File: src/rtl/fetch_ifu_pkg.sv
// Shared types and constants for the instruction fetch unit.
package fetch_ifu_pkg;

  localparam int          PC_W         = 64;
  localparam logic [63:0] RESET_PC_DEF = 64'h0000_0000_8000_0000;
  localparam logic [31:0] INST_NOP     = 32'h0000_0013;

  // Fetch FSM: issue request, wait for response, hold for decode.
  typedef enum logic [1:0] {
    ST_REQ  = 2'd0,
    ST_WAIT = 2'd1,
    ST_HOLD = 2'd2
  } ifu_state_t;

endpackage

File: src/rtl/fetch_ifu_if.sv
// Bundle of the fetch unit's redirect, instruction-memory and decode-side
// handshakes. The master modport is the fetch unit's view; the slave
// modport is the surrounding pipeline and memory.
interface fetch_ifu_if #(
  parameter int PC_W = 64
);

  // Redirect from execute.
  logic            redirect_valid;
  logic [PC_W-1:0] redirect_pc;

  // Instruction memory request / response.
  logic            imem_req_valid;
  logic            imem_req_ready;
  logic [PC_W-1:0] imem_req_addr;
  logic            imem_resp_valid;
  logic [31:0]     imem_resp_inst;

  // Handoff to decode.
  logic            out_valid;
  logic            out_ready;
  logic [PC_W-1:0] out_pc;
  logic [31:0]     out_inst;
  logic [PC_W-1:0] out_snpc;

  modport master (
    input  redirect_valid, redirect_pc,
    input  imem_req_ready, imem_resp_valid, imem_resp_inst,
    input  out_ready,
    output imem_req_valid, imem_req_addr,
    output out_valid, out_pc, out_inst, out_snpc
  );

  modport slave (
    output redirect_valid, redirect_pc,
    output imem_req_ready, imem_resp_valid, imem_resp_inst,
    output out_ready,
    input  imem_req_valid, imem_req_addr,
    input  out_valid, out_pc, out_inst, out_snpc
  );

endinterface

File: src/rtl/fetch_ifu.sv
// Instruction fetch unit: owns the PC, keeps a single request outstanding
// to instruction memory, registers the returned word and presents
// {pc, inst} to decode. Redirects from execute retarget the PC and squash
// whatever fetch is in flight.
module fetch_ifu
  import fetch_ifu_pkg::*;
#(
  parameter int            PC_W     = 64,
  parameter logic [PC_W-1:0] RESET_PC = 64'h0000_0000_8000_0000
) (
  input  logic              clk,
  input  logic              rst_n,
  fetch_ifu_if.master       bus
);

  localparam logic [PC_W-1:0] PC_STEP = PC_W'(4);

  ifu_state_t      state_q,     state_d;
  logic [PC_W-1:0] pc_q,        pc_d;
  logic            kill_q,      kill_d;
  logic            out_valid_q, out_valid_d;
  logic [PC_W-1:0] out_pc_q,    out_pc_d;
  logic [31:0]     out_inst_q,  out_inst_d;

  logic            req_valid_c;
  logic [PC_W-1:0] redir_pc;
  logic [PC_W-1:0] pc_inc;

  // Instructions are word aligned; the low two target bits are discarded.
  assign redir_pc = {bus.redirect_pc[PC_W-1:2], 2'b00};
  assign pc_inc   = pc_q + PC_STEP;

  // State, PC, kill flag and decode-side output register.
  always_ff @(posedge clk or negedge rst_n) begin
    if (!rst_n) begin
      state_q     <= ST_REQ;
      pc_q        <= RESET_PC;
      kill_q      <= 1'b0;
      out_valid_q <= 1'b0;
      out_pc_q    <= '0;
      out_inst_q  <= INST_NOP;
    end else begin
      state_q     <= state_d;
      pc_q        <= pc_d;
      kill_q      <= kill_d;
      out_valid_q <= out_valid_d;
      out_pc_q    <= out_pc_d;
      out_inst_q  <= out_inst_d;
    end
  end

  // Next-state logic: request, wait for the word, hold it for decode.
  always_comb begin
    state_d     = state_q;
    pc_d        = pc_q;
    kill_d      = kill_q;
    out_valid_d = out_valid_q;
    out_pc_d    = out_pc_q;
    out_inst_d  = out_inst_q;
    req_valid_c = 1'b0;

    case (state_q)
      ST_REQ: begin
        req_valid_c = 1'b1;
        // An un-accepted request simply retargets; an accepted one that
        // coincides with a redirect is already stale and must be killed.
        if (bus.redirect_valid) begin
          pc_d = redir_pc;
        end
        if (bus.imem_req_ready) begin
          state_d = ST_WAIT;
          kill_d  = bus.redirect_valid;
        end
      end

      ST_WAIT: begin
        if (bus.imem_resp_valid) begin
          if (kill_q || bus.redirect_valid) begin
            // Stale word: drop it and refetch from the (possibly new) PC.
            kill_d  = 1'b0;
            state_d = ST_REQ;
            if (bus.redirect_valid) begin
              pc_d = redir_pc;
            end
          end else begin
            out_inst_d  = bus.imem_resp_inst;
            out_pc_d    = pc_q;
            out_valid_d = 1'b1;
            state_d     = ST_HOLD;
          end
        end else if (bus.redirect_valid) begin
          // The response still has to drain before the next request.
          pc_d   = redir_pc;
          kill_d = 1'b1;
        end
      end

      ST_HOLD: begin
        // Redirect wins over the handoff: the held word is on the wrong path.
        if (bus.redirect_valid) begin
          out_valid_d = 1'b0;
          pc_d        = redir_pc;
          state_d     = ST_REQ;
        end else if (bus.out_ready) begin
          out_valid_d = 1'b0;
          pc_d        = pc_inc;
          state_d     = ST_REQ;
        end
      end

      default: begin
        state_d = ST_REQ;
      end
    endcase
  end

  // No request may escape while reset is asserted, even though the state
  // register already reads REQ.
  assign bus.imem_req_valid = req_valid_c & rst_n;
  assign bus.imem_req_addr  = pc_q;
  assign bus.out_valid      = out_valid_q;
  assign bus.out_pc         = out_pc_q;
  assign bus.out_inst       = out_inst_q;
  assign bus.out_snpc       = out_pc_q + PC_STEP;

endmodule

File: src/flat_wrapper.sv
// flat-port wrapper written by rule: the top's interface ports become plain ports
module fetch_ifu_flat import fetch_ifu_pkg::*;
#(
  parameter int            PC_W     = 64,
  parameter logic [PC_W-1:0] RESET_PC = 64'h0000_0000_8000_0000
)
  (clk, rst_n, bus_redirect_valid, bus_redirect_pc, bus_imem_req_ready, bus_imem_resp_valid, bus_imem_resp_inst, bus_out_ready, bus_imem_req_valid, bus_imem_req_addr, bus_out_valid, bus_out_pc, bus_out_inst, bus_out_snpc);
  fetch_ifu_if #(.PC_W(PC_W)) bus_i ();
  input  logic clk;
  input  logic rst_n;
  input wire logic [$bits(bus_i.redirect_valid)-1:0] bus_redirect_valid;
  input wire logic [$bits(bus_i.redirect_pc)-1:0] bus_redirect_pc;
  input wire logic [$bits(bus_i.imem_req_ready)-1:0] bus_imem_req_ready;
  input wire logic [$bits(bus_i.imem_resp_valid)-1:0] bus_imem_resp_valid;
  input wire logic [$bits(bus_i.imem_resp_inst)-1:0] bus_imem_resp_inst;
  input wire logic [$bits(bus_i.out_ready)-1:0] bus_out_ready;
  output wire logic [$bits(bus_i.imem_req_valid)-1:0] bus_imem_req_valid;
  output wire logic [$bits(bus_i.imem_req_addr)-1:0] bus_imem_req_addr;
  output wire logic [$bits(bus_i.out_valid)-1:0] bus_out_valid;
  output wire logic [$bits(bus_i.out_pc)-1:0] bus_out_pc;
  output wire logic [$bits(bus_i.out_inst)-1:0] bus_out_inst;
  output wire logic [$bits(bus_i.out_snpc)-1:0] bus_out_snpc;
  assign bus_i.redirect_valid = bus_redirect_valid;
  assign bus_i.redirect_pc = bus_redirect_pc;
  assign bus_i.imem_req_ready = bus_imem_req_ready;
  assign bus_i.imem_resp_valid = bus_imem_resp_valid;
  assign bus_i.imem_resp_inst = bus_imem_resp_inst;
  assign bus_i.out_ready = bus_out_ready;
  assign bus_imem_req_valid = bus_i.imem_req_valid;
  assign bus_imem_req_addr = bus_i.imem_req_addr;
  assign bus_out_valid = bus_i.out_valid;
  assign bus_out_pc = bus_i.out_pc;
  assign bus_out_inst = bus_i.out_inst;
  assign bus_out_snpc = bus_i.out_snpc;
  fetch_ifu #(.PC_W(PC_W), .RESET_PC(RESET_PC)) u_core (.clk(clk), .rst_n(rst_n), .bus(bus_i));
endmodule
File: config.mk
export PLATFORM = sky130hd
export DESIGN_NAME = fetch_ifu_flat
export DESIGN_NICKNAME = d
export VERILOG_FILES = /design/src/rtl/fetch_ifu_pkg.sv /design/src/rtl/fetch_ifu_if.sv /design/src/rtl/fetch_ifu.sv /design/src/flat_wrapper.sv
export SDC_FILE = /design/constraint.sdc
export NUM_CORES = 1
export LEC_CHECK = 0
export CORE_ASPECT_RATIO = 2
export CORE_MARGIN = 2
export CORE_UTILIZATION = 30
export DETAILED_ROUTE_END_ITERATION = 8
export GPL_TIMING_DRIVEN = 0
export PLACE_DENSITY_LB_ADDON = 0.1
export SETUP_SLACK_MARGIN = 0.1
export SYNTH_ARGS = -nofsm -noshare
export SYNTH_HDL_FRONTEND = slang
export SYNTH_SLANG_ARGS = --single-unit
File: constraint.sdc
create_clock -name clk -period 3.03 [get_ports clk]
set_clock_uncertainty 0.05 [all_clocks]
set_input_delay 0.303 -clock clk [delete_from_list [all_inputs] [get_ports clk]]
set_output_delay 0.303 -clock clk [all_outputs]
set_load 0.05 [all_outputs]
Word-level counts from Yosys, hierarchy flattened
Cells that the tools add are included.
W data, S select, Z words.
{"block": "word_totals", "in_bits": 102, "out_inout_bits": 226, "wordCells": 51, "register_bits": 164}
{"block": "classes", "muxes": 23, "eq_ne": 8, "n_reduce_logical": 10, "n_addsub": 2, "bitwise_logic": 2}
{"operator": "$mux W64", "count": 5}
{"operator": "$pmux W64 S3", "count": 1}
{"operator": "$add A64 B3 Y64 const B", "count": 2}
{"operator": "$mux W2", "count": 5}
{"operator": "$mux W1", "count": 9}
{"operator": "$reduce_and A3 Y1", "count": 3}
{"operator": "$reduce_and A4 Y1", "count": 2}
{"operator": "$ne A2 B2 Y1 const B", "count": 3}
{"operator": "$ne A3 B3 Y1 const B", "count": 2}
{"operator": "$pmux W2 S3", "count": 1}
{"operator": "$pmux W1 S2", "count": 2}
{"operator": "$reduce_bool A2 Y1", "count": 2}
{"operator": "$ne A3 B2 Y1 const B", "count": 1}
{"operator": "$reduce_bool A3 Y1", "count": 1}
{"operator": "$eq A2 B1 Y1 const B", "count": 1}
{"operator": "$eq A2 B2 Y1 const B", "count": 1}
{"operator": "$logic_not A2 Y1", "count": 1}
{"operator": "$and A1 B1 Y1", "count": 1}
{"operator": "$logic_or A1 B1 Y1", "count": 1}
{"operator": "$not A1 Y1", "count": 1}

Depth between registers and ports, before layout
Gate-level depths: netlist of run 1.
{"block": "logic_depth", "ltp_word": 4, "ltp_mapped": 9, "ltp_nobuf": 6}

Worst setup path before layout of run 1
OpenSTA, ideal clock, no wires.
{"block": "synth_path", "kind": "register -> output", "start": "register u_core.out_pc_q[4], in the netlist u_core.bus.out_pc[4]", "end": "output port bus_out_snpc[61]", "path_buffers": 0, "t_arrival_ps": 2740, "path_stages_with_launch": 6, "t_required_ps": 2677, "path_slack_ps": -63, "path_cell_list": "dfrtp_1 > nand3_1 > nor3_2 > nand4_2 > nor4_1 > xor2_1"}
{"block": "synth_via", "elab_chain_len": 1}
{"element": "from (decl)", "line_no": "fetch_ifu.sv:22", "text": "logic [PC_W-1:0] out_pc_q, out_pc_d;"}
{"element": "from (signal assigned)", "line_no": "fetch_ifu.sv:47", "text": "out_pc_q <= out_pc_d;"}
{"element": "$add A64 B3 Y64", "line_no": "fetch_ifu.sv:124", "text": "assign bus.out_snpc = out_pc_q + PC_STEP;"}
{"element": "to (decl)", "line_no": "flat_wrapper.sv:22", "text": "output wire logic [$bits(bus_i.out_snpc)-1:0] bus_out_snpc;"}
No other way between the ends.

Final worst setup path of run 1
{"block": "layout_path", "start": "register u_core.out_pc_q[13], in the netlist u_core.bus.out_pc[13]", "end": "output port bus_out_snpc[46]"}
The elaborated chain is that of the path after synthesis.

==> flow_metrics.tcl, run 1 <==
set metrics [dict create \
    grt-ovfl-total 0 \
    finalNonFillerCells 1744 \
    num_rows 91 \
    asyncSetResetFlopFracSynth_pct 100 \
    numPlacedInstances 1679 \
    max_slew_margin_pct 30.4 \
    synth-warning-count 0 \
    synth_top_cell_by_area "dfrtp_1" \
    avgSynthCellArea_um2 9.44 \
    detailroute.via_count 9562 \
    initial_utilization_pct 30.3 \
    core_um2 30600 \
    setup_slack_ns 0.167 \
    cap_viol_max_count 0 \
    cts.clk_slew.worst_paths_ns 0.06 \
    grt_first_pass_wirelength_mm 59.2 \
    gr-usage-all-layers_pct 24.3 \
    die_width_um 128 \
    preCtsSetupSlack_ns -1.22 \
    synth_top_cells_by_count "dfrtp_1, nand2_1, mux2_2" \
    rr_worst_depth 5 \
    fmax_ghz 0.349 \
    worstPathRequired_ns 2.68 \
    tritoncts "done" \
    largest_net_degree_at_the_start_of_global_routing 101 \
    cp-end-kind "output port" \
    initial_drc_count 541 \
    post-synth-top-count-cell "dfrtp_1" \
    setup.reg_to_reg.worst_slack_ns 0.21 \
    primary_ff_master_synth "dfrtp_1" \
    gpl.final_weighted_congestion 0.897 \
    period_needed_ns 2.86 \
    design_area_um2 14300 \
    yosys.cell_types.count 66 \
    critical_path.reg2reg.endpoint "u_core.bus.imem_req_addr[4]" \
    finalHoldViolCount 95 \
    timing.final.setup_violations 0 \
    pint_mw 7.45 \
    cell_area_synth_um2 9270 \
    synthToLayoutAreaGrowth_pct 54.0 \
    ctsRootBufferMaster "clkbuf_16" \
    initial_antenna_violation_count 0 \
    crit_arrival_ns 2.51 \
    routedWlPerCell_um 22.9 \
    dieHeight_um 253 \
    post_drt_via_cell_ratio 5.48 \
    detailed_place_hpwl_mm 29.3 \
    postLayoutCoreUtil_pct 46.6 \
    layout.nets 1463 \
    worst_skew_pair.late_latency_ns 0.45 \
    violations_in_the_final_reports "hold timing" \
    ys_ff_latch 160 \
    numCtsBuffers 17 \
    tritoncts_num_sinks 160 \
    clockBufferDepth 2 \
    power_frac_clock_pct 14.6 \
    first_global_vias 9544 \
    power_mw 15.6 \
    number_of_enable_flip_flop_cells_after_synthesis 0 \
    power_frac_seq_pct 25.7 \
    p_comb_share_pct 59.6 \
    placed_cell_area_um2 13100 \
    cts.htree.levels 4 \
    port-buffer-count 319 \
    ir_drop_v 0.000756 \
    hold_class "input pin to asynchronous set/reset pin" \
    status "finished with violations" \
    final_layout_size_suffix_gt1_share_pct 23.2 \
    maxSlewViolCount 0 \
    r2r_start "u_core.state_q[0]" \
    seq_area_frac_synth_pct 43.2 \
    worst_slew_pin_slew_ns 1.04 \
    crit_type "flip-flop to output port" \
    power.density_nw_per_um2 1090 \
    finalCritPeriodShare_pct 94.5 \
    antennaDiodeCount 0 \
    hold-worst-slack_ns -0.156 \
    final_antenna_net_count 0 \
    switching_share_of_total_power_pct 52.2 \
    post-synth-top-area-fraction_pct 42.1 \
    drc 0 \
    finalSetupTns_ns 0 \
    drt_pass1_iterations 7 \
    dieArea_um2 32400 \
    power.switching_mw 8.14 \
    detail_route.wirelength_mm 39.9 \
    synth_cells 982 \
    setup.worst_path.start_class "flip-flop" \
    setup_repair_after_global_routing_missed_its_margin "yes" \
    cp_max_fo 6 \
    leakage_power_summed_over_all_cells_nw 5.78 \
    num_io_pins 328 \
    synth_top_cells_by_area "dfrtp_1, mux2_2, nand3_1, nand2_1, xnor2_1" \
]
power by group through the flow:
stage	logic, mW	registers (mW)	clock network, mW
detailed placement	9.17	4.04	0
finish	9.30	4.01	2.28
global route	9.65	4.16	2.41
floorplan	3.33	6.54	0
CTS	9.18	4.02	2.34
global placement	9.12	4.01	0
how the worst max path moves through the flow:
stage / startpoint / end / slack, ns / depth (start not counted)
6_report: u_core.bus.out_pc[13] / bus_out_snpc[46] / 0.17 / 9
2_1_floorplan: u_core.bus.out_pc[4] / bus_out_snpc[61] / 0.1 / 5
5_1_grt: u_core.bus.out_pc[6] / bus_out_snpc[46] / 0.04 / 9
3_5_place_dp: u_core.bus.out_pc[4] / bus_out_snpc[63] / -1.22 / 6
3_3_place_gp: rst_n / u_core.bus.out_inst[5] / -5.60 / 1
4_1_cts: u_core.bus.out_pc[12] / bus_out_snpc[48] / 0.03 / 10
critical path, stage by stage (launching register included):
cell and delay, ns:
dfrtp_2 0.38, nand4_1 0.11, buf_6 0.15, nor4_4 0.19, buf_4 0.18, nand4_4 0.23, buf_4 0.22, nor3_2 0.16
xor2_1 0.15, buf_2 0.27
logic make-up (layout without fill, tap and decap cells):
group / after synthesis / after routing / share of synthesized area (%)
xor gates and xnor gates: 60 / 60 / 5.67
DFF: 160 / 160 / 43.2
and+or+nand+nor: 407 / 407 / 23.6
other: 1 / 6 / 0.0404
buffers and inverters: 89 / 474 / 4.10
adders and majority gates: 2 / 2 / 0.270
AOI/OAI and AO/OA: 173 / 173 / 12.2
muxes: 90 / 90 / 10.9
area by class of cell:
type                            instances  area, um^2
Tap cell                              372         465
Clock buffer                           22         474
Multi-Input combinational cell        738        5350
Buffer                                 66         315
Inverter                               23        86.3
Sequential cell                       160        4030
Timing Repair Buffer                  353        3420
Fill cell                            2913       16300
Clock inverter                         10         134
registers in the layout, summed over array words and instances, names as in the netlist:
signal and count:
u_core.state_q 2, u_core.bus.out_pc 62, u_core.kill_q 1, u_core.bus.out_inst 32, u_core.bus.imem_req_addr 62, u_core.bus.out_valid 1
timing repair:
| item | CTS | global route |
|---|---|---|
| gates resized for setup | 251 | 80 |
| endpoints found under the hold margin | 95 | 95 |
| pin swaps | 8 | 12 |
| gates cloned | 1 | 0 |
| setup endpoints to repair | 73 | 80 |
| buffers inserted | 19 | 14 |
placed cells by master (no fill, tap or decap), types with 6 or more instances in the layout:
cell             netlist  routed
nand2_1               94      92
buf_6                  0      13
o22ai_1               23      23
xor2_2                 0      15
clkdlybuf4s50_1        0     266
a2bb2oi_1             18      18
dfrtp_1              156     138
or4_1                  6       6
nor2_1                56      52
nor4_1                24      15
buf_4                  7      40
a21oi_1               44      43
buf_2                 15      27
mux2_2                86      86
and4_1                12      10
nor4_4                 2       8
nand3_1               71      66
a31oi_1                6       6
clkbuf_2               1      10
clkbuf_1              36      32
inv_1                 22      22
dlygate4sd2_1          0       9
and3_1                27      26
a311oi_1               6       6
or3_1                 16      16
clkbuf_16              0      17
nor3_2                 3      10
nor3_1                33      22
o21ai_0               34      34
nand4_1               41      41
buf_1                  7       6
xor2_1                30      15
dfrtp_2                0      18
xnor2_1               30      25
conb_1                 1       6
clkbuf_4               0       6
metal layers:
metal / GRT usage, % / part of all wire (%) / vias up
li1: - / - / 4380
met1: 30.4 / 41 / 4747
met2: 41.4 / 51 / 372
met3: 3.90 / 5.2 / 63
met4: 9.92 / 3.2 / 0
met5: 0 / 0 / -
Note: power is estimated with default switching activity, not from simulation.
==> run 2: changes to the inputs <==
--- a/config.mk
+++ b/config.mk
@@ -8,6 +8,7 @@
 export CORE_ASPECT_RATIO = 2
 export CORE_MARGIN = 2
 export CORE_UTILIZATION = 30
+export CTS_CLUSTER_DIAMETER = 120
 export DETAILED_ROUTE_END_ITERATION = 8
 export GPL_TIMING_DRIVEN = 0
 export PLACE_DENSITY_LB_ADDON = 0.1
==> results of run 2 <==
The final DEF is identical to that of run 1; final timing and power are the same.
